`config.mk`:
```
export PLATFORM = sky130hd
export DESIGN_NAME = i2c_write_sequencer
export DESIGN_NICKNAME = d
export VERILOG_FILES = /design/src/rtl/i2c_seq_pkg.sv /design/src/rtl/i2c_wr_fifo.sv /design/src/rtl/i2c_write_sequencer.sv
export SDC_FILE = /design/constraint.sdc
export NUM_CORES = 1
export LEC_CHECK = 0
export BUFFER_PORTS_ARGS = -buffer_cell sky130_fd_sc_hd__clkbuf_2
export CORE_MARGIN = 2
export CORE_UTILIZATION = 60
export CTS_CLUSTER_SIZE = 8
export DETAILED_ROUTE_END_ITERATION = 12
export GPL_TIMING_DRIVEN = 0
export PLACE_DENSITY = 0.8
export SYNTH_ARGS = -nofsm -noshare
export SYNTH_HDL_FRONTEND = slang
export SYNTH_SLANG_ARGS = --single-unit
export TNS_END_PERCENT = 1
```
`constraint.sdc`:
```
create_clock -name clk -period 7.6 [get_ports clk]
set_input_delay 0.76 -clock clk [delete_from_list [all_inputs] [get_ports clk]]
set_output_delay 0.76 -clock clk [all_outputs]
set_load 0.005 [all_outputs]
```
`src/rtl/i2c_seq_pkg.sv`:
```
// Shared types and constants for the I2C register-write sequencer.
package i2c_seq_pkg;

  typedef enum logic [2:0] {
    IDLE,
    START,
    WAIT_LO,
    WAIT_HI,
    NEXT,
    STOP,
    ERR
  } state_t;

  // Phase durations of the byte-level master (fixed by its clock dividers).
  localparam int I2C_START_CYC = 1000;
  localparam int I2C_BYTE_CYC  = 9000;
  localparam int I2C_STOP_CYC  = 1000;

  // First byte on the bus: 7-bit address with the write bit (0).
  function automatic logic [7:0] addr_wr_byte(input logic [6:0] dev);
    return {dev, 1'b0};
  endfunction

endpackage

```
`src/rtl/i2c_wr_fifo.sv`:
```
// Payload byte FIFO: synchronous push/pop/flush with full/empty/count.
module i2c_wr_fifo #(
  parameter int DEPTH = 8
) (
  input  logic                     clk,
  input  logic                     reset,
  input  logic                     push,
  input  logic                     pop,
  input  logic                     flush,
  input  logic [7:0]               din,
  output logic [7:0]               dout,
  output logic                     full,
  output logic                     empty,
  output logic [$clog2(DEPTH):0]   count
);
  localparam int AW = $clog2(DEPTH);

  logic [7:0]    mem [DEPTH];
  logic [AW-1:0] wr_ptr, rd_ptr;
  logic          do_push, do_pop;

  assign full    = (count == (AW+1)'(DEPTH));
  assign empty   = (count == '0);
  assign do_push = push && !full;
  assign do_pop  = pop && !empty;
  assign dout    = mem[rd_ptr];

  // Storage write; contents need no reset since count guards every read.
  always_ff @(posedge clk) begin
    if (do_push) mem[wr_ptr] <= din;
  end

  // Pointers and occupancy; flush discards everything queued.
  always_ff @(posedge clk) begin
    if (!reset || flush) begin
      wr_ptr <= '0;
      rd_ptr <= '0;
      count  <= '0;
    end else begin
      if (do_push) wr_ptr <= wr_ptr + AW'(1);
      if (do_pop)  rd_ptr <= rd_ptr + AW'(1);
      case ({do_push, do_pop})
        2'b10:   count <= count + (AW+1)'(1);
        2'b01:   count <= count - (AW+1)'(1);
        default: count <= count;
      endcase
    end
  end

endmodule

```
`src/rtl/i2c_write_sequencer.sv`:
```
// Drives the byte-level I2C master through START, address, register,
// payload and STOP for one register-write command at a time.
module i2c_write_sequencer
  import i2c_seq_pkg::*;
#(
  parameter int FIFO_DEPTH = 8,
  parameter int MAX_LEN    = 16,
  parameter int TIMEOUT    = 4096,
  parameter int LEN_W      = $clog2(MAX_LEN+1)
) (
  input  logic             clk,
  input  logic             reset,
  input  logic             cmd_valid,
  output logic             cmd_ready,
  input  logic [6:0]       cmd_dev_addr,
  input  logic [7:0]       cmd_reg_addr,
  input  logic [LEN_W-1:0] cmd_len,
  input  logic             wr_valid,
  output logic             wr_ready,
  input  logic [7:0]       wr_data,
  output logic             busy,
  output logic             done,
  output logic             err,
  output logic             i2c_en,
  output logic             i2c_start,
  output logic             i2c_stop,
  output logic [7:0]       i2c_tx_data,
  input  logic             i2c_ready,
  input  logic             i2c_tx_done
);
  localparam int TW = $clog2(TIMEOUT);
  localparam int CW = $clog2(FIFO_DEPTH) + 1;
  localparam logic [LEN_W-1:0] MAX_LEN_L = LEN_W'(MAX_LEN);
  localparam logic [LEN_W:0]   IDX_ONE   = (LEN_W+1)'(1);
  localparam logic [LEN_W:0]   IDX_TWO   = (LEN_W+1)'(2);

  state_t           state;
  logic [6:0]       dev_q;
  logic [7:0]       reg_q;
  logic [LEN_W-1:0] len_q;
  logic [LEN_W:0]   byte_idx;
  logic [TW-1:0]    tmo;
  logic             need_done;   // current phase is a byte; tx_done required
  logic             seen_done;   // tx_done observed since the byte pulse
  logic             stop_phase;  // current wait belongs to the STOP condition

  logic             fifo_pop, fifo_flush, fifo_full, fifo_empty;
  logic [7:0]       fifo_dout;
  logic [CW-1:0]    fifo_cnt;
  logic [7:0]       next_byte;
  logic             cmd_fire, last, data_phase, underrun, tmo_hit;

  assign cmd_ready  = (state == IDLE) && i2c_ready;
  assign cmd_fire   = cmd_valid && cmd_ready;
  assign wr_ready   = !fifo_full;
  assign last       = (byte_idx == ({1'b0, len_q} + IDX_TWO));
  assign data_phase = (byte_idx >= IDX_TWO);
  assign underrun   = data_phase && (fifo_cnt == '0);
  assign tmo_hit    = (tmo == TW'(TIMEOUT-1));
  assign fifo_pop   = (state == NEXT) && !last && data_phase && !fifo_empty;
  assign fifo_flush = (state == ERR);

  i2c_wr_fifo #(.DEPTH(FIFO_DEPTH)) u_fifo (
    .clk   (clk),
    .reset (reset),
    .push  (wr_valid),
    .pop   (fifo_pop),
    .flush (fifo_flush),
    .din   (wr_data),
    .dout  (fifo_dout),
    .full  (fifo_full),
    .empty (fifo_empty),
    .count (fifo_cnt)
  );

  // Byte to present for the current index: address, register, then payload.
  always_comb begin
    next_byte = fifo_dout;
    if (byte_idx == '0)          next_byte = addr_wr_byte(dev_q);
    else if (byte_idx == IDX_ONE) next_byte = reg_q;
  end

  // Sequencer FSM; every master control is a registered one-cycle pulse
  // raised on the transition into the state that owns it.
  always_ff @(posedge clk) begin
    if (!reset) begin
      state       <= IDLE;
      dev_q       <= '0;
      reg_q       <= '0;
      len_q       <= '0;
      byte_idx    <= '0;
      tmo         <= '0;
      need_done   <= 1'b0;
      seen_done   <= 1'b0;
      stop_phase  <= 1'b0;
      busy        <= 1'b0;
      done        <= 1'b0;
      err         <= 1'b0;
      i2c_en      <= 1'b0;
      i2c_start   <= 1'b0;
      i2c_stop    <= 1'b0;
      i2c_tx_data <= '0;
    end else begin
      i2c_en    <= 1'b0;
      i2c_start <= 1'b0;
      i2c_stop  <= 1'b0;
      done      <= 1'b0;
      err       <= 1'b0;
      case (state)
        IDLE: if (cmd_fire) begin
          if (cmd_len > MAX_LEN_L) begin
            err <= 1'b1;
          end else begin
            dev_q      <= cmd_dev_addr;
            reg_q      <= cmd_reg_addr;
            len_q      <= cmd_len;
            byte_idx   <= '0;
            stop_phase <= 1'b0;
            busy       <= 1'b1;
            i2c_en     <= 1'b1;
            i2c_start  <= 1'b1;
            state      <= START;
          end
        end
        START: begin
          need_done <= 1'b0;
          seen_done <= 1'b0;
          tmo       <= '0;
          state     <= WAIT_LO;
        end
        WAIT_LO: begin
          if (i2c_tx_done) seen_done <= 1'b1;
          if (!i2c_ready) begin
            tmo   <= '0;
            state <= WAIT_HI;
          end else if (tmo_hit) begin
            err   <= 1'b1;
            busy  <= 1'b0;
            state <= ERR;
          end else begin
            tmo <= tmo + TW'(1);
          end
        end
        WAIT_HI: begin
          if (i2c_tx_done) seen_done <= 1'b1;
          if (i2c_ready) begin
            if (need_done && !seen_done && !i2c_tx_done) begin
              err   <= 1'b1;
              busy  <= 1'b0;
              state <= ERR;
            end else if (stop_phase) begin
              done  <= 1'b1;
              busy  <= 1'b0;
              state <= IDLE;
            end else begin
              state <= NEXT;
            end
          end else if (tmo_hit) begin
            err   <= 1'b1;
            busy  <= 1'b0;
            state <= ERR;
          end else begin
            tmo <= tmo + TW'(1);
          end
        end
        NEXT: begin
          if (last) begin
            i2c_en     <= 1'b1;
            i2c_stop   <= 1'b1;
            stop_phase <= 1'b1;
            state      <= STOP;
          end else if (!underrun) begin
            // Underrun simply waits here: the master holds SCL low meanwhile.
            i2c_en      <= 1'b1;
            i2c_tx_data <= next_byte;
            byte_idx    <= byte_idx + IDX_ONE;
            need_done   <= 1'b1;
            seen_done   <= 1'b0;
            tmo         <= '0;
            state       <= WAIT_LO;
          end
        end
        STOP: begin
          need_done <= 1'b0;
          tmo       <= '0;
          state     <= WAIT_LO;
        end
        ERR:     state <= IDLE;
        default: state <= IDLE;
      endcase
    end
  end

endmodule

```
==> summary.md, run 1 <==
| Metric | Value |
|---|---|
| # IOs | `50` |
| Worst r2r src | `len_q[1]` |
| Antenna violations before repair | `0` |
| Post-DP HPWL | `between 9 and 10 mm` |
| First-pass GRT wire length | `20.4 mm` |
| Die W | `103 um` |
| DR WL/cell | `17.5 um` |
| Flop pwr share | `0.487` |
| P_sw | `0.000373 W` |
| Hold buffers post-CTS | `0` |
| Post-synthesis cell count | `approximately 540` |
| Fmax | `300 MHz` |
| Switch share | `0.231` |
| HP Start | `cmd_reg_addr[7]` |
| Worst hold margin | `0.434 ns` |
| CTS resizes | `0` |
| Synthesis Warnings | `0` |
| Mapped Area | `around 6000 um2` |
| Post-CTS Repair Setup Buffers | `0` |
| Vias in the first global route | `4,231` |
| Final Hold Viols | `0` |
| Worst path cell trace | `ha_1, xnor2_1, a221oi_1, o211ai_1, buf_2, nand2_1, inv_1, ha_1, xor2_1, ha_1, a21oi_1, xor2_1, or3_1, a21oi_1` |
| Via count | `4,447` |
| Largest fanout on the critical path | `10` |
| Top-area cell type share of the netlist area | `0.325` |
| Vias per std cell | `between 5 and 6` |
| DRT Wirelength | `between 10 and 15 mm` |
| Core Area | `approximately 9700 um2` |
| Final worst-path cycle share | `0.438` |
| Initial Utilization | `0.611` |
| Clock-pin slew on the worst setup and hold paths | `0.06 ns` |
| Layout cell share with drive strength beyond 1 | `0.181` |
| Power share of the clock group | `0.456` |
| Post-synthesis cell type count | `56` |
| Area added between synthesis and finish | `16.1%` |
| Post-route ant nets | `0` |
| Largest net degree at the start of global routing | `17` |
| Synth area leaders | `edfxtp_1 32%, dfxtp_1 24%, mux4_2 6.1%, a21oi_1 5.4%, nand2_1 4.6%` |
| Leak | `2.42 nW` |
| Setup ws final | `about 4.3 ns` |
| Number of DRC markers in iteration 0 | `267` |
| First drt pass iteration count | `5` |
| Startpoint Class | `flip-flop` |
| Endpoints failing setup | `0` |
| FP Rows | `36` |
| Worst Path Required | `8.07 ns` |
| Total grt overflow | `0` |
| Worst hold path class | `input pin to flip-flop` |
| Crit-path max cell delay | `0.48 ns` |
| DRC | `0` |
| Max Cap Viol | `0` |
| Ys flop type | `dfxtp_1` |
| Post-Syn Nets | `between 500 and 600` |
| Number of diodes | `0` |
| Place WS | `4.32 ns` |
| Pint | `between 0.001 and 0.0015 W` |
| Routability cong. | `approximately 0.83` |
| Die ar. | `10,700 um2` |
| Syn Area/Cell | `10.9 um2` |
| Final nets | `658` |
| TNS Setup | `0 ns` |
| Clock sinks | `135` |
| Post-synthesis sequential area ratio | `0.565` |
| Skew final | `0.0103 ns` |
| Worst Tran Pin Value | `0.914 ns` |
| Combinational Power Share | `0.057` |
| Fin crit period | `~3.3 ns` |
| RSZ-0062 raised after global routing | `no` |
| Total track usage | `0.264` |
| Critical path launch point | `len_q[1]` |
| Final core occ | `0.710` |
| Root buffer selected by CTS | `clkbuf_8` |
| Slowest stage cell, crit path | `o211ai_1` |
| Yosys reg bits | `135` |
| Post-synth EDFFs | `64` |
| Async SR Flop Fraction | `0` |
| Top cell by count, worst path | `ha_1` |
| CP Capture Type | `flip-flop` |
| DIE HEIGHT | `103 um` |
| CP Class | `flip-flop to flip-flop` |
| CP arrival | `3.80 ns` |
| Slew margin rel. | `0.389` |
| Worst vdd ir | `0.000220 V` |
| CTS tree | `done` |
| Final Slew Violations | `0` |
| Longest Clk Path Bufs | `2` |
| Total power | `about 0.0016 W` |
| CTS buffer count | `17` |
| Post-synth top area cell | `edfxtp_1` |
| Port Buffers | `49` |
| Clk_lat worst skew | `0.54 ns` |
| Status | `finished, final reports clean` |
| Cell Pwr Density | `235 nW/um2` |
| Htree depth | `4` |
[layout make-up]
type | count | area [um2]
Sequential cell | 135 | 3340
Inverter | 9 | 33.8
Buffer | 29 | 121
Timing Repair Buffer | 50 | 253
Clock inverter | 12 | 105
Clock buffer | 20 | 425
Tap cell | 133 | 166
Fill cell | 702 | 2810
Multi-Input combinational cell | 371 | 2420
[cell usage after synthesis (2+ instances only)]
library cell,number
nand2_1,72
dfxtp_1,71
a21oi_1,64
edfxtp_1,64
o21ai_0,41
nor2_1,39
clkbuf_1,22
mux4_2,16
nand3_1,13
nor3_1,12
ha_1,11
mux2i_1,10
inv_1,9
xor2_1,9
nand4_1,6
xnor2_1,6
a31oi_1,5
and2_1,5
nand2b_1,5
nand3b_1,5
buf_2,4
nor2b_1,4
o31ai_1,4
or3_1,4
and3_1,3
a221oi_1,2
and4_1,2
buf_1,2
nor3b_1,2
nor4_1,2
nor4b_2,2
o21ba_2,2
o221a_2,2
o22ai_1,2
[layout by cell type, fill, tap and decap left out, types with 3 or more instances in the layout]
cell / count
buf_2: 4
xnor2_1: 6
mux4_2: 16
nor3_1: 11
nand2b_1: 5
nor2b_1: 4
clkbuf_2: 49
dfxtp_1: 71
a31oi_1: 5
ha_1: 11
nand4_1: 6
inv_1: 9
nand3_1: 13
or3_1: 4
edfxtp_1: 64
mux2i_1: 10
o31ai_1: 4
nand3b_1: 5
and2_1: 5
xor2_1: 9
nand2_1: 72
nor2_1: 39
a21oi_1: 64
clkinvlp_4: 3
o21ai_0: 41
and3_1: 3
clkbuf_16: 16
clkbuf_1: 25
clkinv_4: 3
[per-layer routing]
layer / up-vias / GRT usage / part of all wire
met2: 151 / 0.445 / 0.51
met3: 16 / 0.0766 / 0.051
met4: 0 / 0.115 / 0.015
met5: - / 0 / 0
met1: 2137 / 0.317 / 0.42
li1: 2143 / - / -
[registers in the layout, indices dropped and copies added (netlist names), named ones only]
register / cells
done: 1
len_q: 5
i2c_tx_data: 8
tmo: 12
u_fifo.rd_ptr: 3
busy: 1
i2c_en: 1
state: 3
u_fifo.mem: 64
byte_idx: 6
err: 1
u_fifo.wr_ptr: 3
dev_q: 7
seen_done: 1
i2c_stop: 1
u_fifo.count: 4
reg_q: 8
i2c_start: 1
need_done: 1
stop_phase: 1
[stage by stage]
stage	std cells	area, um2
2_1_floorplan	544	5920
3_3_place_gp	726	6330
4_1_cts	759	6870
6_report	759	6870
3_5_place_dp	727	6340
5_1_grt	759	6870
[final timing paths]
check        slack, ns  depth (start not counted)               to
max               4.27                         14  u_fifo.count[2]
min               0.43                          3         reg_q[7]
max reg2reg       4.27                         14  u_fifo.count[2]
min reg2reg       0.45                          2         reg_q[6]
[worst max-delay path: cells and delay by family, from the launching register on]
| family | cells | cell delay [ns] |
|---|---|---|
| adder cells (fa/ha/maj) | 3 | 0.70 |
| buffers and inverters | 2 | 0.44 |
| AO/OA/AOI/OAI | 4 | 0.75 |
| AND/OR/NAND/NOR | 2 | 0.45 |
| XOR/XNOR | 3 | 0.50 |
| flip-flops | 1 | 0.42 |
[power by group through the flow]
stage | clock, W | combinational, W | sequential, W
floorplan | 0 | 0.0000569 | 0.000799
global placement | 0 | 0.0000867 | 0.000800
detailed placement | 0 | 0.0000905 | 0.000801
CTS | 0.000743 | 0.0000917 | 0.000786
global route | 0.000779 | 0.000103 | 0.000787
finish | 0.000737 | 0.0000923 | 0.000786
[logic make-up after synthesis]
group                      Yosys count  share of synthesized area
adders and majority gates           11                     0.0233
xor gates and xnor gates            15                     0.0222
AOI/OAI and AO/OA                  136                      0.134
muxes                               27                     0.0797
buffers and inverters               38                     0.0262
DFF                                135                      0.565
and+or+nand+nor                    182                      0.149
(Power assumes the default switching activity.)
==> inputs of run 2 (changes only) <==
CORE_UTILIZATION = 54   (was 60)
PLACE_DENSITY = 0.76   (was 0.8)
clock period = 2.7 ns   (was 7.6 ns; I/O delays follow)
==> run 2 against run 1 <==
  * Global-route usage decreased by 1.0 points
  * Fmax grew 25%
  * Highest routed layer unchanged
  * Sequential share of layout area down 2.7 points
  * Worst hold slack got worse by 0.42 ns
  * Combinational power rose to 3.2 times the previous value
  * Critical path type unchanged
  * Clock power grew to 3.2 times the previous value
  * Cell area is 6.1% higher
  * Non-clock buffer count grew 26
  * Count of clock-buffer cells in the layout fell by 2
  * Register-to-register slack worse by 4.2 ns
  * Core utilization down 3.1 points
==> summary.md, run 2 (same netlist as run 1, synthesis figures left out) <==
| Metric | Value |
|---|---|
| Status | `finished, final reports clean` |
| Leading cell type in the layout, fill and taps excluded | `nand2_1` |
| Most frequent cells in the layout | `71 x nand2_1, 69 x dfxtp_1, 64 x edfxtp_1` |
| RR Endpoint | `u_fifo.count[2]` |
| First drt pass iteration count | `5` |
| Leak | `2.60 nW` |
| Critical path endpoint | `u_fifo.count[2]` |
| Max FFs per register | `64` |
| Number of DRC markers in iteration 0 | `335` |
| Seq. cell area | `roughly 3400 um2` |
| Routability cong. | `0.890` |
| Place WS | `-0.308 ns` |
| Via count | `4,619` |
| Worst Path Required | `about 3.2 ns` |
| Post-DP HPWL | `9.33 mm` |
| DIE HEIGHT | `109 um` |
| Endpoints failing setup | `0` |
| Placed cells | `733` |
| Critical path depth | `14` |
| Final Hold Viols | `0` |
| Slowest stage cell, crit path | `dfxtp_4` |
| Fin crit period | `2.67 ns` |
| Total track usage | `0.253` |
| Top reg by flops | `u_fifo.mem` |
| CP Class | `flip-flop to flip-flop` |
| Worst path cell trace | `ha_4, o21ba_2, a221oi_2, o211ai_1, buf_4, nand2_4, inv_2, ha_4, xor2_1, ha_2, a21oi_2, xor2_1, or3_1, a21oi_1` |
| DR WL/cell | `between 15 and 20 um` |
| Area added between synthesis and finish | `23.2%` |
| RSZ-0062 raised after global routing | `yes` |
| Worst vdd ir | `0.000531 V` |
| CP Capture Type | `flip-flop` |
| Final Slew Violations | `0` |
| Final nets | `684` |
| Worst hold margin | `0.00995 ns` |
| Longest Clk Path Bufs | `2` |
| Area of the multi-input gates | `~2500 um2` |
| # IOs | `50` |
| Number of fill cells | `804` |
| Top flop regs | `u_fifo.mem (64), tmo (12)` |
| Antenna violations before repair | `0` |
| Final worst-path cycle share | `0.988` |
| Crit-path max cell delay | `0.36 ns` |
| Setup ws final | `0.0315 ns` |
| DRC | `0` |
| R2r setup slk | `0.03 ns` |
| Die W | `109 um` |
| Largest net degree at the start of global routing | `17` |
| Root buffer selected by CTS | `clkbuf_8` |
| Worst hold path class | `input pin to flip-flop` |
| Layout cell share with drive strength beyond 1 | `0.213` |
| Htree depth | `4` |
| Startpoint Class | `flip-flop` |
| Vias per std cell | `5.83` |
| FP Rows | `38` |
| Critical path launch point | `len_q[1]` |
| Die ar. | `approximately 12,000 um2` |
| Cell Pwr Density | `666 nW/um2` |
| Clock sinks | `135` |
| Max Cap Viol | `0` |
| Delay-heaviest family, CP | `compound AO/OA/AOI/OAI gates` |
| Slew margin rel. | `0.407` |
| Clk_lat worst skew | `around 0.54 ns` |
| CTS tree | `done` |
| Total power | `between 0.004 and 0.005 W` |
| Initial Utilization | `0.551` |
| CTS buffer count | `17` |
| Final core occ | `0.679` |
| CP arrival | `3.13 ns` |
| First-pass GRT wire length | `22.4 mm` |
| Port Buffers | `a little under 50` |
| DRT Wirelength | `around 14 mm` |
| Final non-filler cell total | `~790` |
| Largest fanout on the critical path | `4` |
| Worst Tran Pin Value | `0.887 ns` |
| Fmax | `375 MHz` |
| Buf/Inv on CP | `2` |
| Total grt overflow | `0` |
| Skew final | `roughly 0.0096 ns` |
| Number of diodes | `0` |
| Clock-pin slew on the worst setup and hold paths | `0.06 ns` |
| Core Area | `10,700 um2` |
| Post-route ant nets | `0` |
| Vias in the first global route | `4,693` |
| Worst r2r src | `len_q[1]` |
| Reg2Reg Depth | `14` |
run 2: cell count changes in the layout (fill, tap and decap cells not counted), moves of 3 or more:
cell,previous run,this run
ha_1,11,8
dlygate4sd3_1,0,21
buf_4,1,7
inv_6,1,7
clkbuf_1,25,22
run 2: per-stage QoR:
step | TNS, ns | area (um2)
after floorplan | 0 | 5950
after global placement | -0.732 | 6370
after detailed placement | -1.65 | 6370
after CTS | -0.0397 | 7220
after global routing | -0.0708 | 7290
final | 0 | 7290
run 2: timing repair:
| action | in CTS | in global routing |
|---|---|---|
| setup buffers | 1 | 5 |
| pin swaps | 1 | 5 |
| setup endpoints to repair | 10 | 18 |
| resized for setup | 7 | 8 |
| hold buffers | 21 | 0 |
| cloned | 0 | 0 |
| hold endpoints to repair | 29 | 0 |
run 2: where the power goes:
part,internal [W],switching (W)
sequential,0.00218,0.0000282
clock,0.00143,0.000918
combinational,0.000120,0.000176
run 2: final cells by class:
cell class	instances	area share
clock inverters	14	0.0254
clock buffers	18	0.0573
multi-input cells	371	0.343
inverters	9	0.00463
flip-flops and latches	135	0.459
repair buffers	77	0.0693
well taps	140	0.0240
plain buffers	28	0.0166
run 2: how the worst min path moves through the flow:
stage                                  end  cells past startpoint  slack, ns  startpoint
after global placement              tmo[7]                      1       0.44      tmo[7]
after detailed placement          reg_q[2]                      2       0.44    reg_q[2]
after global routing      u_fifo.mem[7][4]                      1       0.01  wr_data[4]
after floorplan           u_fifo.mem[0][0]                      0       0.37  wr_data[0]
final                     u_fifo.mem[6][1]                      1       0.01  wr_data[1]
after CTS                 u_fifo.mem[3][1]                      1     0.0004  wr_data[1]
run 2: metal layers:
layer | wire, um | global-route usage | part of all wire | up-vias
li1 | - | - | - | 2208
met1 | 6000 | 0.312 | 0.43 | 2228
met2 | 6920 | 0.420 | 0.50 | 158
met3 | 769 | 0.0652 | 0.055 | 25
met4 | 257 | 0.116 | 0.018 | 0
met5 | 0 | 0 | 0 | -
==> inputs of run 3 (changes only) <==
HOLD_SLACK_MARGIN = 0.08   (was unset)
==> run 3 against run 2 <==
  * Combinational power up 4%
  * Largest cell class unchanged
  * Cell count up 1.1%
  * Via count up 1.3%
  * Critical path depth did not move
  * Total power up 0.36%
  * Worst hold slack better by 0.15 ns
  * Flip-flop and latch count is the same
  * Routed wire length is 3.1% higher
  * Die area unchanged
  * First-iteration DRC count fell by 6.9%
  * Clock power is essentially flat
==> summary.md, run 3 (same netlist as run 1, synthesis figures left out) <==
| Metric | Value |
|---|---|
| CP Capture Type | `flip-flop` |
| Total track usage | `0.261` |
| Status | `finished, final reports clean` |
| Largest fanout on the critical path | `5` |
| Largest net degree at the start of global routing | `17` |
| Area added between synthesis and finish | `24.8%` |
| Final worst-path cycle share | `0.999` |
| Final Hold Viols | `0` |
| Slew margin rel. | `0.398` |
| Number of diodes | `0` |
| Longest Clk Path Bufs | `2` |
| First-pass GRT wire length | `22.9 mm` |
| Clock sinks | `135` |
| Top flop regs | `u_fifo.mem (64), tmo (12)` |
| Port Buffers | `49` |
| Die W | `109 um` |
| Core Area | `10,700 um2` |
| Place WS | `-0.308 ns` |
| Most frequent cells in the layout | `71 x nand2_1, 69 x dfxtp_1, 64 x edfxtp_1` |
| Reg2Reg Depth | `14` |
| Htree depth | `4` |
| Die ar. | `11,800 um2` |
| Placed cells | `733` |
| Number of fill cells | `roughly 800` |
| Worst Tran Pin Value | `0.900 ns` |
| Endpoints failing setup | `0` |
| CP arrival | `3.17 ns` |
| DRC | `0` |
| Max Cap Viol | `0` |
| Startpoint Class | `flip-flop` |
| Max FFs per register | `64` |
| Final non-filler cell total | `~800` |
| Hold Crit Depth | `4` |
| Leading cell type in the layout, fill and taps excluded | `nand2_1` |
| Skew final | `0.00526 ns` |
| CP Class | `flip-flop to flip-flop` |
| # IOs | `50` |
| Cell Pwr Density | `660 nW/um2` |
| DRT Wirelength | `14.4 mm` |
| Antenna violations before repair | `0` |
| DR WL/cell | `18.0 um` |
| R2r setup slk | `approximately 0.0023 ns` |
| Setup ws final | `about 0.0023 ns` |
| CTS tree | `done` |
| Clk_lat worst skew | `0.54 ns` |
| Final nets | `693` |
| Clock-pin slew on the worst setup and hold paths | `0.06 ns` |
| DIE HEIGHT | `about 110 um` |
| Fmax | `371 MHz` |
| Worst vdd ir | `0.000546 V` |
| Fin crit period | `about 2.7 ns` |
| Total grt overflow | `0` |
| Routability cong. | `0.890` |
| Final Slew Violations | `0` |
| Top reg by flops | `u_fifo.mem` |
| Initial Utilization | `0.551` |
| Layout cell share with drive strength beyond 1 | `0.209` |
| Leak | `2.63 nW` |
| Post-route ant nets | `0` |
| CTS buffer count | `17` |
| Worst Path Required | `3.17 ns` |
| FP Rows | `38` |
| Number of DRC markers in iteration 0 | `312` |
| RSZ-0062 raised after global routing | `yes` |
| Vias in the first global route | `4,752` |
| First drt pass iteration count | `5` |
| Via count | `4,679` |
| Root buffer selected by CTS | `clkbuf_8` |
| Post-DP HPWL | `9.33 mm` |
| Worst hold path class | `input pin to flip-flop` |
| Vias per std cell | `5.84` |
run 3: cell types whose count changed in the layout (fill, tap and decap cells not counted):
cell and change:
buf_4 -1, dlygate4sd3_1 +10
run 3: layout make-up:
type                    count  area, um2  area share
well taps                 140        175      0.0237
flip-flops and latches    135       3350       0.454
plain buffers              28        121      0.0164
multi-input cells         371       2500       0.339
clock buffers              18        418      0.0566
clock inverters            14        185      0.0251
inverters                   9       33.8     0.00457
repair buffers             86        598      0.0810
run 3: critical path: stages, from the launching register on:
cell	delay (ns)
dfxtp_4	0.36
ha_4	0.17
o21ba_2	0.20
a221oi_2	0.25
o211ai_1	0.19
buf_4	0.20
nand2_4	0.07
inv_2	0.05
ha_4	0.17
xor2_1	0.14
ha_2	0.19
a21oi_2	0.04
xor2_1	0.18
or3_1	0.31
a21oi_1	0.12
run 3: worst paths after layout:
path / from / endpoint
worst max register to register: len_q[1] / u_fifo.count[2]
worst min register to register: reg_q[2] / reg_q[2]
worst max-delay path: len_q[1] / u_fifo.count[2]
worst min-delay path: cmd_valid / len_q[4]
run 3: routing by layer:
metal,global-route usage,part of all wire
met2,0.439,0.50
met3,0.0538,0.052
met4,0.136,0.027
met5,0,0
met1,0.317,0.42
run 3: timing repair:
item / CTS / global route
endpoints found under the setup margin: 10 / 21
gates resized for setup: 7 / 8
setup buffers: 1 / 4
hold buffers: 31 / 0
endpoints found under the hold margin: 86 / 0
pin swaps: 1 / 4
run 3: stage by stage:
stage | total power, W | hold WS (ns) | setup TNS [ns] | instance area (um2) | utilization
floorplan | 0.00241 | 0.369 | 0 | 5950 | -
global placement | 0.00250 | 0.438 | -0.732 | 6370 | 0.593
detailed placement | 0.00251 | 0.445 | -1.65 | 6370 | 0.593
CTS | 0.00488 | 0.139 | -0.0397 | 7320 | 0.681
global route | 0.00501 | 0.189 | -0.0957 | 7390 | 0.687
finish | 0.00488 | 0.161 | 0 | 7390 | 0.687
run 3: power by group:
group	total [W]	switching, W	internal, W
Combinational	0.000308	0.000179	0.000129
Clock	0.00235	0.000923	0.00143
Sequential	0.00221	0.0000284	0.00218
Total	0.00488	0.00113	0.00375
